File: config.mk
export PLATFORM = sky130hd
export DESIGN_NAME = conv_window_controller_flat
export DESIGN_NICKNAME = d
export VERILOG_FILES = /design/src/rtl/conv_window_controller_if.sv /design/src/rtl/conv_window_controller.sv /design/src/flat_wrapper.sv
export SDC_FILE = /design/constraint.sdc
export NUM_CORES = 1
export LEC_CHECK = 0
export ABC_AREA = 1
export BUFFER_PORTS_ARGS = -buffer_cell sky130_fd_sc_hd__buf_2
export CORE_UTILIZATION = 45
export DETAILED_ROUTE_END_ITERATION = 8
export GPL_TIMING_DRIVEN = 0
export PLACE_DENSITY = 0.95
export SLEW_MARGIN = 10
export SYNTH_ARGS = -nofsm -noshare
export SYNTH_HDL_FRONTEND = slang
export SYNTH_SLANG_ARGS = --single-unit
File: constraint.sdc
create_clock -name clock -period 4.1 [get_ports clock]
set_input_delay 0.82 -clock clock [delete_from_list [all_inputs] [get_ports clock]]
set_output_delay 0.82 -clock clock [all_outputs]
set_load 0.01 [all_outputs]
File: src/rtl/conv_window_controller_if.sv
// Handshake bundle between pixel source, controller and window consumer.
// master: source/consumer side (drives start, pixels, out_ready).
// slave: controller side (drives in_ready, shift strobe, window status).
interface conv_window_controller_if #(
  parameter int IMG_WIDTH  = 8,
  parameter int IMG_HEIGHT = 6,
  parameter int DATA_WIDTH = 32
);
  localparam int CW = $clog2(IMG_WIDTH);
  localparam int RW = $clog2(IMG_HEIGHT);

  logic                  start;
  logic [DATA_WIDTH-1:0] in_data;
  logic                  in_valid;
  logic                  in_ready;
  logic                  shift_en;
  logic [DATA_WIDTH-1:0] shift_data;
  logic                  window_valid;
  logic                  out_ready;
  logic [CW-1:0]         window_col;
  logic [RW-1:0]         window_row;
  logic                  busy;
  logic                  frame_done;

  modport master (
    output start, in_data, in_valid, out_ready,
    input  in_ready, shift_en, shift_data, window_valid,
    input  window_col, window_row, busy, frame_done
  );

  modport slave (
    input  start, in_data, in_valid, out_ready,
    output in_ready, shift_en, shift_data, window_valid,
    output window_col, window_row, busy, frame_done
  );
endinterface

File: src/rtl/conv_window_controller.sv
// Purpose: sequences a raster pixel stream into the KxK sliding-window shift bank
//          and flags complete in-bounds windows with their output coordinates.
// Latency: window_valid rises the cycle after the window-completing pixel is accepted.
// Backpressure: a pending, unconsumed window drops in_ready so no shift can corrupt it.
// Optional feature: define CONV_CTRL_STRIDE2_EN for stride-2 window production.
module conv_window_controller #(
  parameter int IMG_WIDTH   = 8,
  parameter int IMG_HEIGHT  = 6,
  parameter int KERNEL_SIZE = 3,
  parameter int DATA_WIDTH  = 32
) (
  input logic clock,
  input logic reset,
  conv_window_controller_if.slave bus
);
  localparam int CW = $clog2(IMG_WIDTH);
  localparam int RW = $clog2(IMG_HEIGHT);

  localparam logic [CW-1:0] COL_LAST = CW'(IMG_WIDTH - 1);
  localparam logic [RW-1:0] ROW_LAST = RW'(IMG_HEIGHT - 1);
  localparam logic [CW-1:0] KM1_C    = CW'(KERNEL_SIZE - 1);
  localparam logic [RW-1:0] KM1_R    = RW'(KERNEL_SIZE - 1);
  localparam logic [CW-1:0] COL_ONE  = CW'(1);
  localparam logic [RW-1:0] ROW_ONE  = RW'(1);

  typedef enum logic [1:0] {IDLE, RUN, DRAIN, DONE} state_t;

  state_t                state;
  logic [CW-1:0]         col;
  logic [RW-1:0]         row;
  logic                  busy_q;
  logic                  frame_done_q;
  logic                  window_valid_q;
  logic [CW-1:0]         win_col_q;
  logic [RW-1:0]         win_row_q;

  logic                  in_ready_c;
  logic                  accept;
  logic                  win_accept;
  logic [CW-1:0]         col_off;
  logic [RW-1:0]         row_off;
  logic [DATA_WIDTH-1:0] pix;

  // Accept only in RUN, and only when the held window is free or being taken now.
  assign in_ready_c = (state == RUN) && (!window_valid_q || bus.out_ready);
  assign accept     = bus.in_valid && in_ready_c;

  // Output coordinate of the window this accept would complete.
  assign col_off = col - KM1_C;
  assign row_off = row - KM1_R;

`ifdef CONV_CTRL_STRIDE2_EN
  // Low bit of the offset is exact even after truncation, so it is the parity test.
  assign win_accept = accept && (col >= KM1_C) && (row >= KM1_R) && !col_off[0] && !row_off[0];
`else
  assign win_accept = accept && (col >= KM1_C) && (row >= KM1_R);
`endif

  assign pix            = bus.in_data;
  assign bus.shift_data = pix;
  assign bus.shift_en   = accept;
  assign bus.in_ready   = in_ready_c;
  assign bus.window_valid = window_valid_q;
  assign bus.window_col   = win_col_q;
  assign bus.window_row   = win_row_q;
  assign bus.busy         = busy_q;
  assign bus.frame_done   = frame_done_q;

  // Frame FSM with raster counters; busy and frame_done are registered with the state.
  always_ff @(posedge clock) begin
    if (reset) begin
      state        <= IDLE;
      col          <= '0;
      row          <= '0;
      busy_q       <= 1'b0;
      frame_done_q <= 1'b0;
    end else begin
      frame_done_q <= 1'b0;
      case (state)
        IDLE: begin
          if (bus.start) begin
            state  <= RUN;
            busy_q <= 1'b1;
            col    <= '0;
            row    <= '0;
          end
        end
        RUN: begin
          if (accept) begin
            if (col == COL_LAST) begin
              col <= '0;
              if (row == ROW_LAST) begin
                row   <= '0;
                state <= DRAIN;
              end else begin
                row <= row + ROW_ONE;
              end
            end else begin
              col <= col + COL_ONE;
            end
          end
        end
        DRAIN: begin
          // Wait for the last window to be taken before declaring the frame done.
          if (!window_valid_q) begin
            state        <= DONE;
            frame_done_q <= 1'b1;
          end
        end
        DONE: begin
          state  <= IDLE;
          busy_q <= 1'b0;
        end
        default: state <= IDLE;
      endcase
    end
  end

  // Window-valid flag and coordinates: a new window overrides a same-cycle consume.
  always_ff @(posedge clock) begin
    if (reset) begin
      window_valid_q <= 1'b0;
      win_col_q      <= '0;
      win_row_q      <= '0;
    end else if (win_accept) begin
      window_valid_q <= 1'b1;
      win_col_q      <= col_off;
      win_row_q      <= row_off;
    end else if (window_valid_q && bus.out_ready) begin
      window_valid_q <= 1'b0;
    end
  end
endmodule

File: src/flat_wrapper.sv
// flat-port wrapper written by rule: the top's interface ports become plain ports
module conv_window_controller_flat 
#(
  parameter int IMG_WIDTH   = 8,
  parameter int IMG_HEIGHT  = 6,
  parameter int KERNEL_SIZE = 3,
  parameter int DATA_WIDTH  = 32
)
  (clock, reset, bus_start, bus_in_data, bus_in_valid, bus_out_ready, bus_in_ready, bus_shift_en, bus_shift_data, bus_window_valid, bus_window_col, bus_window_row, bus_busy, bus_frame_done);
  conv_window_controller_if #(.IMG_WIDTH(IMG_WIDTH), .IMG_HEIGHT(IMG_HEIGHT), .DATA_WIDTH(DATA_WIDTH)) bus_i ();
  input logic clock;
  input logic reset;
  input wire logic [$bits(bus_i.start)-1:0] bus_start;
  input wire logic [$bits(bus_i.in_data)-1:0] bus_in_data;
  input wire logic [$bits(bus_i.in_valid)-1:0] bus_in_valid;
  input wire logic [$bits(bus_i.out_ready)-1:0] bus_out_ready;
  output wire logic [$bits(bus_i.in_ready)-1:0] bus_in_ready;
  output wire logic [$bits(bus_i.shift_en)-1:0] bus_shift_en;
  output wire logic [$bits(bus_i.shift_data)-1:0] bus_shift_data;
  output wire logic [$bits(bus_i.window_valid)-1:0] bus_window_valid;
  output wire logic [$bits(bus_i.window_col)-1:0] bus_window_col;
  output wire logic [$bits(bus_i.window_row)-1:0] bus_window_row;
  output wire logic [$bits(bus_i.busy)-1:0] bus_busy;
  output wire logic [$bits(bus_i.frame_done)-1:0] bus_frame_done;
  assign bus_i.start = bus_start;
  assign bus_i.in_data = bus_in_data;
  assign bus_i.in_valid = bus_in_valid;
  assign bus_i.out_ready = bus_out_ready;
  assign bus_in_ready = bus_i.in_ready;
  assign bus_shift_en = bus_i.shift_en;
  assign bus_shift_data = bus_i.shift_data;
  assign bus_window_valid = bus_i.window_valid;
  assign bus_window_col = bus_i.window_col;
  assign bus_window_row = bus_i.window_row;
  assign bus_busy = bus_i.busy;
  assign bus_frame_done = bus_i.frame_done;
  conv_window_controller #(.IMG_WIDTH(IMG_WIDTH), .IMG_HEIGHT(IMG_HEIGHT), .KERNEL_SIZE(KERNEL_SIZE), .DATA_WIDTH(DATA_WIDTH)) u_core (.clock(clock), .reset(reset), .bus(bus_i));
endmodule
# After elaboration in Yosys (flattened, before gate mapping)
# Index checks and enable logic that the tools add are counted.
# totals
reg_bits	17
inputBits	37
# classes
addsub	4
magnitude_cmp	2
n_eq_ne	10
mux	19
bitwise_logic	1
reduce_logical	16
# ops
op	count
$mux W3	6
$pmux W3 S2	2
$mux W2	5
$ne A2 B2 Y1 const B	4
$pmux W2 S4	1
$add A3 B1 Y3 const B	2
$eq A3 B3 Y1 const B	2
$ge A3 B2 Y1 const B	2
$reduce_bool A2 Y1	3
$sub A3 B2 Y3 const B	2
$logic_and A1 B1 Y1	5
$reduce_and A5 Y1	1
$eq A2 B2 Y1 const B	2
$mux W1	4
$reduce_and A4 Y1	1
$reduce_and A3 Y1	1
$eq A2 B1 Y1 const B	1
$logic_not A2 Y1	1
$ne A2 B1 Y1 const B	1
$pmux W1 S2	1
$reduce_and A2 Y1	1
$reduce_or A2 Y1	1
$logic_not A1 Y1	1
$logic_or A1 B1 Y1	1
$not A1 Y1	1

# Depth between registers and ports, before layout
# Gate-level depths: netlist (run 1).
# depth
ltp_word	7
ltp_mapped	10
mapped_depth_nobuf	9

# Least setup slack after synthesis (run 1)
# OpenSTA, ideal clock, no wires.
# synth_path
path_kind	input to output
start	in bus_out_ready
end	out bus_shift_en
arrival_ns	1.095
required_ns	3.280
path_slack_ns	2.185
cell_stages	4
cell_sequence	inv_1 nand2_1 nand3_2 inv_1
# synth_between
elab_chain_cells	3
# synth_rtl
item	line_no	source
from (decl)	flat_wrapper.sv:16	input wire logic [$bits(bus_i.out_ready)-1:0] bus_out_ready;
$logic_or A1 B1 Y1	conv_window_controller.sv:45	assign in_ready_c = (state == RUN) && (!window_valid_q || bus.out_ready);
$logic_and A1 B1 Y1	conv_window_controller.sv:45	
$logic_and A1 B1 Y1	conv_window_controller.sv:46	assign accept = bus.in_valid && in_ready_c;
to (decl)	flat_wrapper.sv:18	output wire logic [$bits(bus_i.shift_en)-1:0] bus_shift_en;
# No other way between the ends.

# Worst setup path after layout (run 1)
# layout_path
start	reg u_core.state[1]
end	out bus_in_ready
# layout_between
elab_chain_cells	2
# layout_rtl
item	line_no	source
from (decl)	conv_window_controller.sv:28	state_t state;
from (signal assigned)	conv_window_controller.sv:72	state <= IDLE;
from (signal assigned)	conv_window_controller.sv:82	state <= RUN;
from (signal assigned)	conv_window_controller.sv:94	state <= DRAIN;
$eq A2 B1 Y1	conv_window_controller.sv:45	
$logic_and A1 B1 Y1	conv_window_controller.sv:45	
to (decl)	flat_wrapper.sv:17	output wire logic [$bits(bus_i.in_ready)-1:0] bus_in_ready;
# No other way between the ends.

==> flow_summary.json, run 1 <==
{
  "fp-row-count": 18,
  "grt_max_degree": 11,
  "crit_path_end_kind": "output port",
  "sequentialPowerShare_pct": 35.6,
  "area_delta_synth_final_pct": 25.05,
  "gr-total-overflow": 0,
  "cts-root-buf": "clkbuf_4",
  "dpl.hpwl_mm": 1.851,
  "antenna_left": 0,
  "place_congestion": 0.8574,
  "ys_warn_count": 0,
  "critPathKind": "flop to output port",
  "slowest_delay_ns": 0.40,
  "path_delay_family": "buffers and inverters",
  "grt.total_usage_pct": 17.51,
  "crit_arrival_ns": 1.38,
  "num_vias": 1115,
  "synth_area_mm2": 0.001194,
  "wire_per_inst_um": 9.040,
  "power.share.combinational_pct": 50.9,
  "synth_edf_count": 0,
  "cp_max_fo": 10,
  "ys_types": 23,
  "diodes": 0,
  "core_mm2": 0.002500,
  "grt_pass1_wl_mm": 3.670,
  "cts.repair.resized": 0,
  "critPathLaunch": "u_core.state[1]",
  "power_frac_clock_pct": 13.5,
  "synth_mux_area_share_pct": 0,
  "switching_share_pct": 41.69,
  "remaining_drc_errors": 0,
  "synthCells": 170,
  "synth-seq-cells": 17,
  "finalWorstSetupSlack_ns": 1.896,
  "cp-start-kind": "flop",
  "post_cts_buffers": 0,
  "holdBufCountCts": 0,
  "slew_headroom_pct": 85.68,
  "drive_gt1_share_pct": 41.63,
  "htree_levels": 1,
  "grt_pass1_vias": 887,
  "cts_tree": "done",
  "die_w_um": 53.50,
  "drtIter0Drc": 9,
  "p_int_uw": 380.1,
  "synth_top_family_by_area": "buffers and inverters",
  "synth_fa_ha_area_share_pct": 9.434,
  "slowest_stage": "dfxtp_1",
  "min_period_ns": 2.204,
  "cts_buffers": 3,
  "antenna_found_initial": 0,
  "place_ws_ns": 1.944,
  "ios": 80,
  "first_pass_iters": 4,
  "clock_path_buffers": 2,
  "cts.sink_count": 17,
  "tightest_slew_ns": 0.2146,
  "slew_violations": 0,
  "synth_compound_area_share_pct": 7.862,
  "holdWs_ns": 0.4851,
  "reg2reg_from": "u_core.state[1]",
  "finalPower_uw": 651.8,
  "synth_area_per_cell_um2": 7.021,
  "crit_chain": "inv_1 -> ha_1 -> buf_6 -> inv_2 -> nor2_1 -> buf_2",
  "p_per_area_mw_per_mm2": 436.7,
  "die_area_mm2": 0.002862,
  "clkLatencyLatePin_ns": 0.29,
  "r2r_slack_ns": 2.56,
  "status": "finished, final reports clean",
  "vias_per_cell": 4.442,
  "final-hold-violation-count": 0,
  "fin_skew_ns": 0.002549,
  "synthFlopType": "dfxtp_1",
  "async_flop_share_pct": 0,
  "io_buffers": 47,
  "finalWirelength_mm": 2.269,
  "hold_start": "u_core.bus.window_row[1]",
  "cap_violations": 0,
  "path_buf_inv": 4,
  "p_sw_uw": 271.7,
  "fin_util_pct": 59.71,
  "max_freq_mhz": 453.6,
  "layout.nets": 268,
  "clkTransAtPathRegs_ns": 0.09,
  "die_height_um": 53.50,
  "synth-simple-area-share_pct": 26.00,
  "finalSetupViolations": 0,
  "rsz0062_at_grt": "false",
  "seq_area_frac_synth_pct": 28.51,
  "layout_common_cells": "buf_2 (47), nor2_1 (32), buf_4 (32)",
  "required_ns": 3.28,
  "layout_commonest_cell": "buf_2",
  "initial_core_util_pct": 47.75,
  "p_leak_nw": 0.8342,
  "period_share_pct": 53.77,
  "peakVddDrop_mv": 0.3534,
  "syn_nets": 216,
  "synth_xor_area_share_pct": 0,
  "hp-class": "flop to flop",
  "tns_ns": 0
}
[tightest hold or removal path: cells and delay by family (launching register included)]
kind             cells  cell delay (ns)
flip-flops           1             0.33
AND/OR/NAND/NOR      2             0.12
[area by class of cell]
type | instances | area, um2
clock buffer | 4 | 26.28
buffer | 34 | 259.0
multi-input combinational | 99 | 516.7
tap | 30 | 37.54
inverter | 20 | 77.57
fill | 256 | 1007
sequential | 17 | 340.3
timing repair buffer | 47 | 235.2
[through the flow]
stage,std cells,cell area (um2)
after CTS,251,1493
after global routing,251,1493
after global placement,247,1466
final,251,1493
after floorplan,170,1194
after detailed placement,247,1466
[synthesized netlist by cell type (all sizes together) (2+ instances only)]
master  count  area share, %
a21oi       5            2.1
buf        33             21
dfxtp      17             29
ha          9            9.4
inv        19            6.2
nand2      26            8.4
nand3      11            5.5
nor2       33             11
o21ai      10            4.5
or2         2            1.0
[per-layer routing]
| layer | share of wire (%) | vias to the layer above | global-route usage (%) | wire length (um) |
|---|---|---|---|---|
| met3 | 8.2 | 2 | 5.172 | 186 |
| met4 | 0.26 | 0 | 1.316 | 6 |
| li1 | - | 600 | - | - |
| met5 | 0 | - | 0 | 0 |
| met2 | 49 | 51 | 32.08 | 1113 |
| met1 | 42 | 462 | 20.65 | 963 |
[state kept, by name, summed over array words and instances, names as in the netlist]
signal,count
u_core.bus.window_row,3
u_core.bus.busy,1
u_core.bus.window_col,3
u_core.row,3
u_core.bus.frame_done,1
u_core.bus.window_valid,1
u_core.state,2
u_core.col,3
[cells by family after synthesis]
logic type / count (synthesis)
simple gates: 73
buf+inv: 54
compound gates: 17
flops: 17
fa+ha+maj: 9
[path summary, 6_finish.rpt]
kind              depth (start not counted)                       end
setup reg to reg                          8  u_core.bus.window_row[0]
hold / removal                            2  u_core.bus.window_row[1]
setup / recovery                          6              bus_in_ready
hold reg to reg                           2  u_core.bus.window_row[1]
[power groups by stage]
stage	clock, mW	sequential (mW)	combinational, mW
2_1_floorplan	0	0.234	0.258
5_1_grt	0.100	0.240	0.387
4_1_cts	0.0938	0.232	0.336
3_3_place_gp	0	0.234	0.324
3_5_place_dp	0	0.236	0.333
6_report	0.0882	0.232	0.332
Note: power is estimated with default switching activity, not from simulation.
==> inputs of run 2 (changes only) <==
--- a/config.mk
+++ b/config.mk
@@ -7,10 +7,10 @@
 export LEC_CHECK = 0
 export ABC_AREA = 1
 export BUFFER_PORTS_ARGS = -buffer_cell sky130_fd_sc_hd__buf_2
-export CORE_UTILIZATION = 45
+export CORE_UTILIZATION = 37
 export DETAILED_ROUTE_END_ITERATION = 8
 export GPL_TIMING_DRIVEN = 0
-export PLACE_DENSITY = 0.95
+export PLACE_DENSITY = 0.86
 export SLEW_MARGIN = 10
 export SYNTH_ARGS = -nofsm -noshare
 export SYNTH_HDL_FRONTEND = slang
==> constraint.sdc (replaced) <==
create_clock -name clock -period 1.8 [get_ports clock]
set_input_delay 0.36 -clock clock [delete_from_list [all_inputs] [get_ports clock]]
set_output_delay 0.36 -clock clock [all_outputs]
set_load 0.01 [all_outputs]
==> flow_summary.json, run 2 (synthesized netlist as in run 1, its figures left out) <==
{
  "cp_max_fo": 10,
  "cap_violations": 0,
  "peakVddDrop_mv": 0.6405,
  "area_delta_synth_final_pct": 26.94,
  "num_vias": 1121,
  "layout_commonest_cell": "buf_2",
  "antenna_found_initial": 0,
  "crit_arrival_ns": 1.32,
  "status": "finished, final reports clean",
  "final-hold-violation-count": 0,
  "layout_common_cells": "buf_2 (47), nor2_1 (32), buf_4 (32)",
  "gr-total-overflow": 0,
  "fp-row-count": 20,
  "drive_gt1_share_pct": 43.44,
  "die_area_mm2": 0.003457,
  "finalWirelength_mm": 2.335,
  "initial_core_util_pct": 39.10,
  "switching_share_pct": 42.60,
  "holdWs_ns": 0.2930,
  "critPathKind": "flop to output port",
  "clkLatencyLatePin_ns": 0.29,
  "power_frac_clock_pct": 13.9,
  "cts_tree": "done",
  "period_share_pct": 93.22,
  "first_pass_iters": 4,
  "grt.total_usage_pct": 13.89,
  "layout.nets": 268,
  "grt_pass1_wl_mm": 3.712,
  "clkTransAtPathRegs_ns": 0.11,
  "cts.sink_count": 17,
  "crit_path_end_kind": "output port",
  "p_leak_nw": 0.8357,
  "grt_use_met2_pct": 23.54,
  "grt_max_degree": 11,
  "multi_input_area_um2": 519.2,
  "antenna_left": 0,
  "min_period_ns": 1.678,
  "drtIter0Drc": 53,
  "finalSetupViolations": 0,
  "seq_area_um2": 341.6,
  "diodes": 0,
  "cts-root-buf": "clkbuf_4",
  "grt_pass1_vias": 893,
  "grt_util_met1_pct": 17.32,
  "htree_levels": 1,
  "p_sw_uw": 642.6,
  "clock_path_buffers": 2,
  "dpl.hpwl_mm": 1.907,
  "p_per_area_mw_per_mm2": 995.6,
  "vias_per_cell": 4.230,
  "die_w_um": 58.80,
  "tightest_slew_ns": 0.2274,
  "required_ns": 1.44,
  "ios": 80,
  "wire_per_inst_um": 8.811,
  "max_freq_mhz": 596.0,
  "cts_buffers": 3,
  "place_congestion": 0.8400,
  "remaining_drc_errors": 0,
  "cp-start-kind": "flop",
  "post_cts_buffers": 0,
  "grtUsageMet3_pct": 4.396,
  "rsz0062_at_grt": "false",
  "core_mm2": 0.003053,
  "die_height_um": 58.80,
  "hp-class": "input port to flop",
  "fin_skew_ns": 0.004292,
  "p_int_uw": 865.9,
  "slew_headroom_pct": 84.75,
  "tns_ns": 0,
  "power.share.combinational_pct": 50.6,
  "sequentialPowerShare_pct": 35.4,
  "fill_cells": 327,
  "top_usage_layer": "met2",
  "slew_violations": 0,
  "io_buffers": 47
}
==> run 2: cell types whose count changed in the layout (fill, tap and decap cells not counted) <==
| cell | change |
|---|---|
| dfxtp_1 | -1 |
| clkinv_2 | +1 |
| clkbuf_1 | -1 |
| inv_2 | +1 |
| dfxtp_2 | +1 |
| ha_1 | -1 |
| ha_2 | +1 |
| inv_1 | -1 |
==> run 2: power by group through the flow <==
| stage | Sequential (mW) | Combinational (mW) | Clock (mW) |
|---|---|---|---|
| 6_report | 0.535 | 0.764 | 0.210 |
| 5_1_grt | 0.548 | 0.891 | 0.233 |
| 4_1_cts | 0.531 | 0.770 | 0.220 |
| 3_5_place_dp | 0.541 | 0.766 | 0 |
| 3_3_place_gp | 0.534 | 0.737 | 0 |
| 2_1_floorplan | 0.532 | 0.588 | 0 |
==> run 2: layout make-up <==
class                           instances  area share (%)
Buffer                                 34           17.09
Sequential cell                        17           22.54
Inverter                               20           5.120
Tap cell                               44           3.633
Clock inverter                          1          0.3303
Clock buffer                            3           1.486
Timing Repair Buffer                   47           15.52
Multi-Input combinational cell         99           34.27
==> run 2: stage by stage <==
stage	power [mW]	std cells	worst slack [ns]	util, %	area [um2]
5_1_grt	1.672	265	0.01459	49.63	1515
3_5_place_dp	1.307	261	0.2908	48.61	1484
2_1_floorplan	1.120	170	0.4575	-	1194
4_1_cts	1.521	265	0.01493	49.51	1511
3_3_place_gp	1.271	261	0.3370	48.61	1484
6_report	1.509	265	0.1221	49.63	1515
==> run 2: worst paths after layout <==
kind / start / end / slack, ns / cells past startpoint
worst min register to register: u_core.bus.window_row[0] / u_core.bus.window_row[0] / 0.49 / 2
worst max register to register: u_core.state[0] / u_core.state[0] / 0.28 / 9
worst max-delay path: u_core.state[1] / bus_in_ready / 0.12 / 6
worst min-delay path: reset / u_core.row[2] / 0.29 / 2
==> run 2: repair_timing <==
item / CTS / global route
resized for setup: 0 / 3
hold buffers: 0 / 0
setup endpoints to repair: 0 / 2
==> run 2: metal layers <==
metal	routed length [um]	part of all wire, %	up-vias
li1	-	-	599
met1	1051	45	478
met2	1142	49	44
met3	142	6.1	0
met4	0	0	0
met5	0	0	-
==> run 2: worst max-delay path: stages (launching register included) <==
cell and delay (ns):
dfxtp_2 0.36, inv_2 0.08, ha_2 0.17, buf_6 0.13, inv_2 0.06, nor2_1 0.09
buf_2 0.13
==> inputs of run 3 (changes only) <==
--- a/config.mk
+++ b/config.mk
@@ -6,7 +6,7 @@
 export NUM_CORES = 1
 export LEC_CHECK = 0
 export ABC_AREA = 1
-export BUFFER_PORTS_ARGS = -buffer_cell sky130_fd_sc_hd__buf_2
+export BUFFER_PORTS_ARGS = -buffer_cell sky130_fd_sc_hd__clkbuf_2
 export CORE_UTILIZATION = 37
 export DETAILED_ROUTE_END_ITERATION = 8
 export GPL_TIMING_DRIVEN = 0
==> flow_summary.json, run 3 (synthesized netlist as in run 1, its figures left out) <==
{
  "status": "finished, final reports clean",
  "antenna_left": 0,
  "peakVddDrop_mv": 0.5939,
  "ios": 80,
  "crit_arrival_ns": 1.33,
  "grt.total_usage_pct": 13.70,
  "num_vias": 1113,
  "p_leak_nw": 0.8348,
  "initial_core_util_pct": 39.10,
  "place_ws_ns": 0.2909,
  "holdPathStages": 2,
  "dr.max_layer_used": "met4",
  "drive_gt1_share_pct": 43.89,
  "hp-class": "input port to flop",
  "clkLatencyLatePin_ns": 0.30,
  "diodes": 0,
  "met1_length_um": 985,
  "clkTransAtPathRegs_ns": 0.10,
  "cts_tree": "done",
  "tns_ns": 0,
  "max_freq_mhz": 591.4,
  "finalWorstSetupSlack_ns": 0.1090,
  "layout_common_cells": "clkbuf_2 (47), nor2_1 (32), buf_4 (32)",
  "rsz0062_at_grt": "false",
  "tightest_slew_ns": 0.2178,
  "finalWirelength_mm": 2.200,
  "cp_max_fo": 10,
  "cp-start-kind": "flop",
  "slew_headroom_pct": 85.45,
  "cts_buffers": 3,
  "reg2reg_from": "u_core.state[0]",
  "multi_input_area_um2": 519.2,
  "cap_violations": 0,
  "die_area_mm2": 0.003457,
  "grt_pass1_wl_mm": 3.601,
  "finalSetupViolations": 0,
  "wl_met3_um": 163,
  "whs_endpoint": "u_core.bus.frame_done",
  "fill_cells": 327,
  "gr-total-overflow": 0,
  "crit_path_end_kind": "output port",
  "cts-root-buf": "clkbuf_4",
  "io_buffers": 47,
  "drtIter0Drc": 34,
  "period_share_pct": 93.95,
  "p_per_area_mw_per_mm2": 993.5,
  "dpl.hpwl_mm": 1.820,
  "cts.sink_count": 17,
  "die_height_um": 58.80,
  "slew_violations": 0,
  "htree_levels": 1,
  "vias_per_cell": 4.200,
  "remaining_drc_errors": 0,
  "wire_per_inst_um": 8.302,
  "holdBufCountCts": 0,
  "min_period_ns": 1.691,
  "final-hold-violation-count": 0,
  "r2r_slack_ns": 0.33,
  "postPlaceCellArea_mm2": 0.001484,
  "r2r_end": "u_core.state[1]",
  "hold_start": "reset",
  "finalInstanceArea_mm2": 0.001516,
  "required_ns": 1.44,
  "grt_pass1_vias": 899,
  "fp-row-count": 20,
  "fin_skew_ns": 0.001399,
  "layout.nets": 268,
  "place_congestion": 0.8394,
  "area_delta_synth_final_pct": 27.04,
  "grt_max_degree": 11,
  "seq_area_um2": 342.8,
  "clock_path_buffers": 2,
  "antenna_found_initial": 0,
  "holdWs_ns": 0.2900,
  "critPathKind": "flop to output port",
  "layout_commonest_cell": "clkbuf_2",
  "worst-r2r-cell-count": 9,
  "die_w_um": 58.80,
  "core_mm2": 0.003053,
  "first_pass_iters": 4,
  "met2_wirelength_mm": 1.026
}
run 3: cell count changes in the layout (fill, tap and decap cells not counted), sizes merged:
cell	before	now
clkbuf	4	51
buf	80	33
run 3: layout make-up:
cell class | count | area share (%)
buffer | 34 | 17.08
clock buffer | 3 | 1.485
clock inverter | 1 | 0.3300
inverter | 20 | 5.116
multi-input combinational | 99 | 34.24
sequential | 17 | 22.61
tap | 44 | 3.630
timing repair buffer | 47 | 15.51
run 3: routing by layer:
layer / GRT usage, % / up-vias
met4: 5.782 / 0
met1: 15.95 / 462
li1: - / 603
met3: 5.495 / 5
met5: 0 / -
met2: 22.24 / 43
run 3: through the flow:
stage / power [mW] / util [%] / std cells
detailed placement: 1.298 / 48.61 / 261
CTS: 1.511 / 49.51 / 265
finish: 1.507 / 49.67 / 265
global placement: 1.273 / 48.61 / 261
global route: 1.678 / 49.67 / 265
floorplan: 1.120 / - / 170
run 3: timing repair:
action                                  in CTS  in global routing
hold endpoints to repair                     0                  0
endpoints found under the setup margin       0                  2
setup buffers                                0                  0
resized for setup                            0                  4
run 3: critical path, stage by stage (launching register included):
cell      delay (ns)
dfxtp_2         0.35
inv_2           0.07
ha_2            0.17
buf_6           0.13
inv_2           0.06
nor2_1          0.11
clkbuf_2        0.13
run 3: power breakdown:
part	switching, mW	internal [mW]	total (mW)	leakage, nW
combinational	0.435	0.325	0.759	0.678
clock	0.129	0.0830	0.212	0.0177
sequential	0.0765	0.459	0.536	0.139
total	0.640	0.867	1.51	0.835
run 3: worst max path at each step:
| stage | from | endpoint | cells after the start |
|---|---|---|---|
| floorplan | u_core.state[0] | u_core.state[0] | 9 |
| global placement | u_core.state[0] | u_core.state[0] | 9 |
| detailed placement | u_core.state[0] | u_core.state[1] | 9 |
| CTS | u_core.state[1] | bus_in_ready | 6 |
| global route | u_core.state[1] | bus_in_ready | 6 |
| finish | u_core.state[1] | bus_in_ready | 6 |
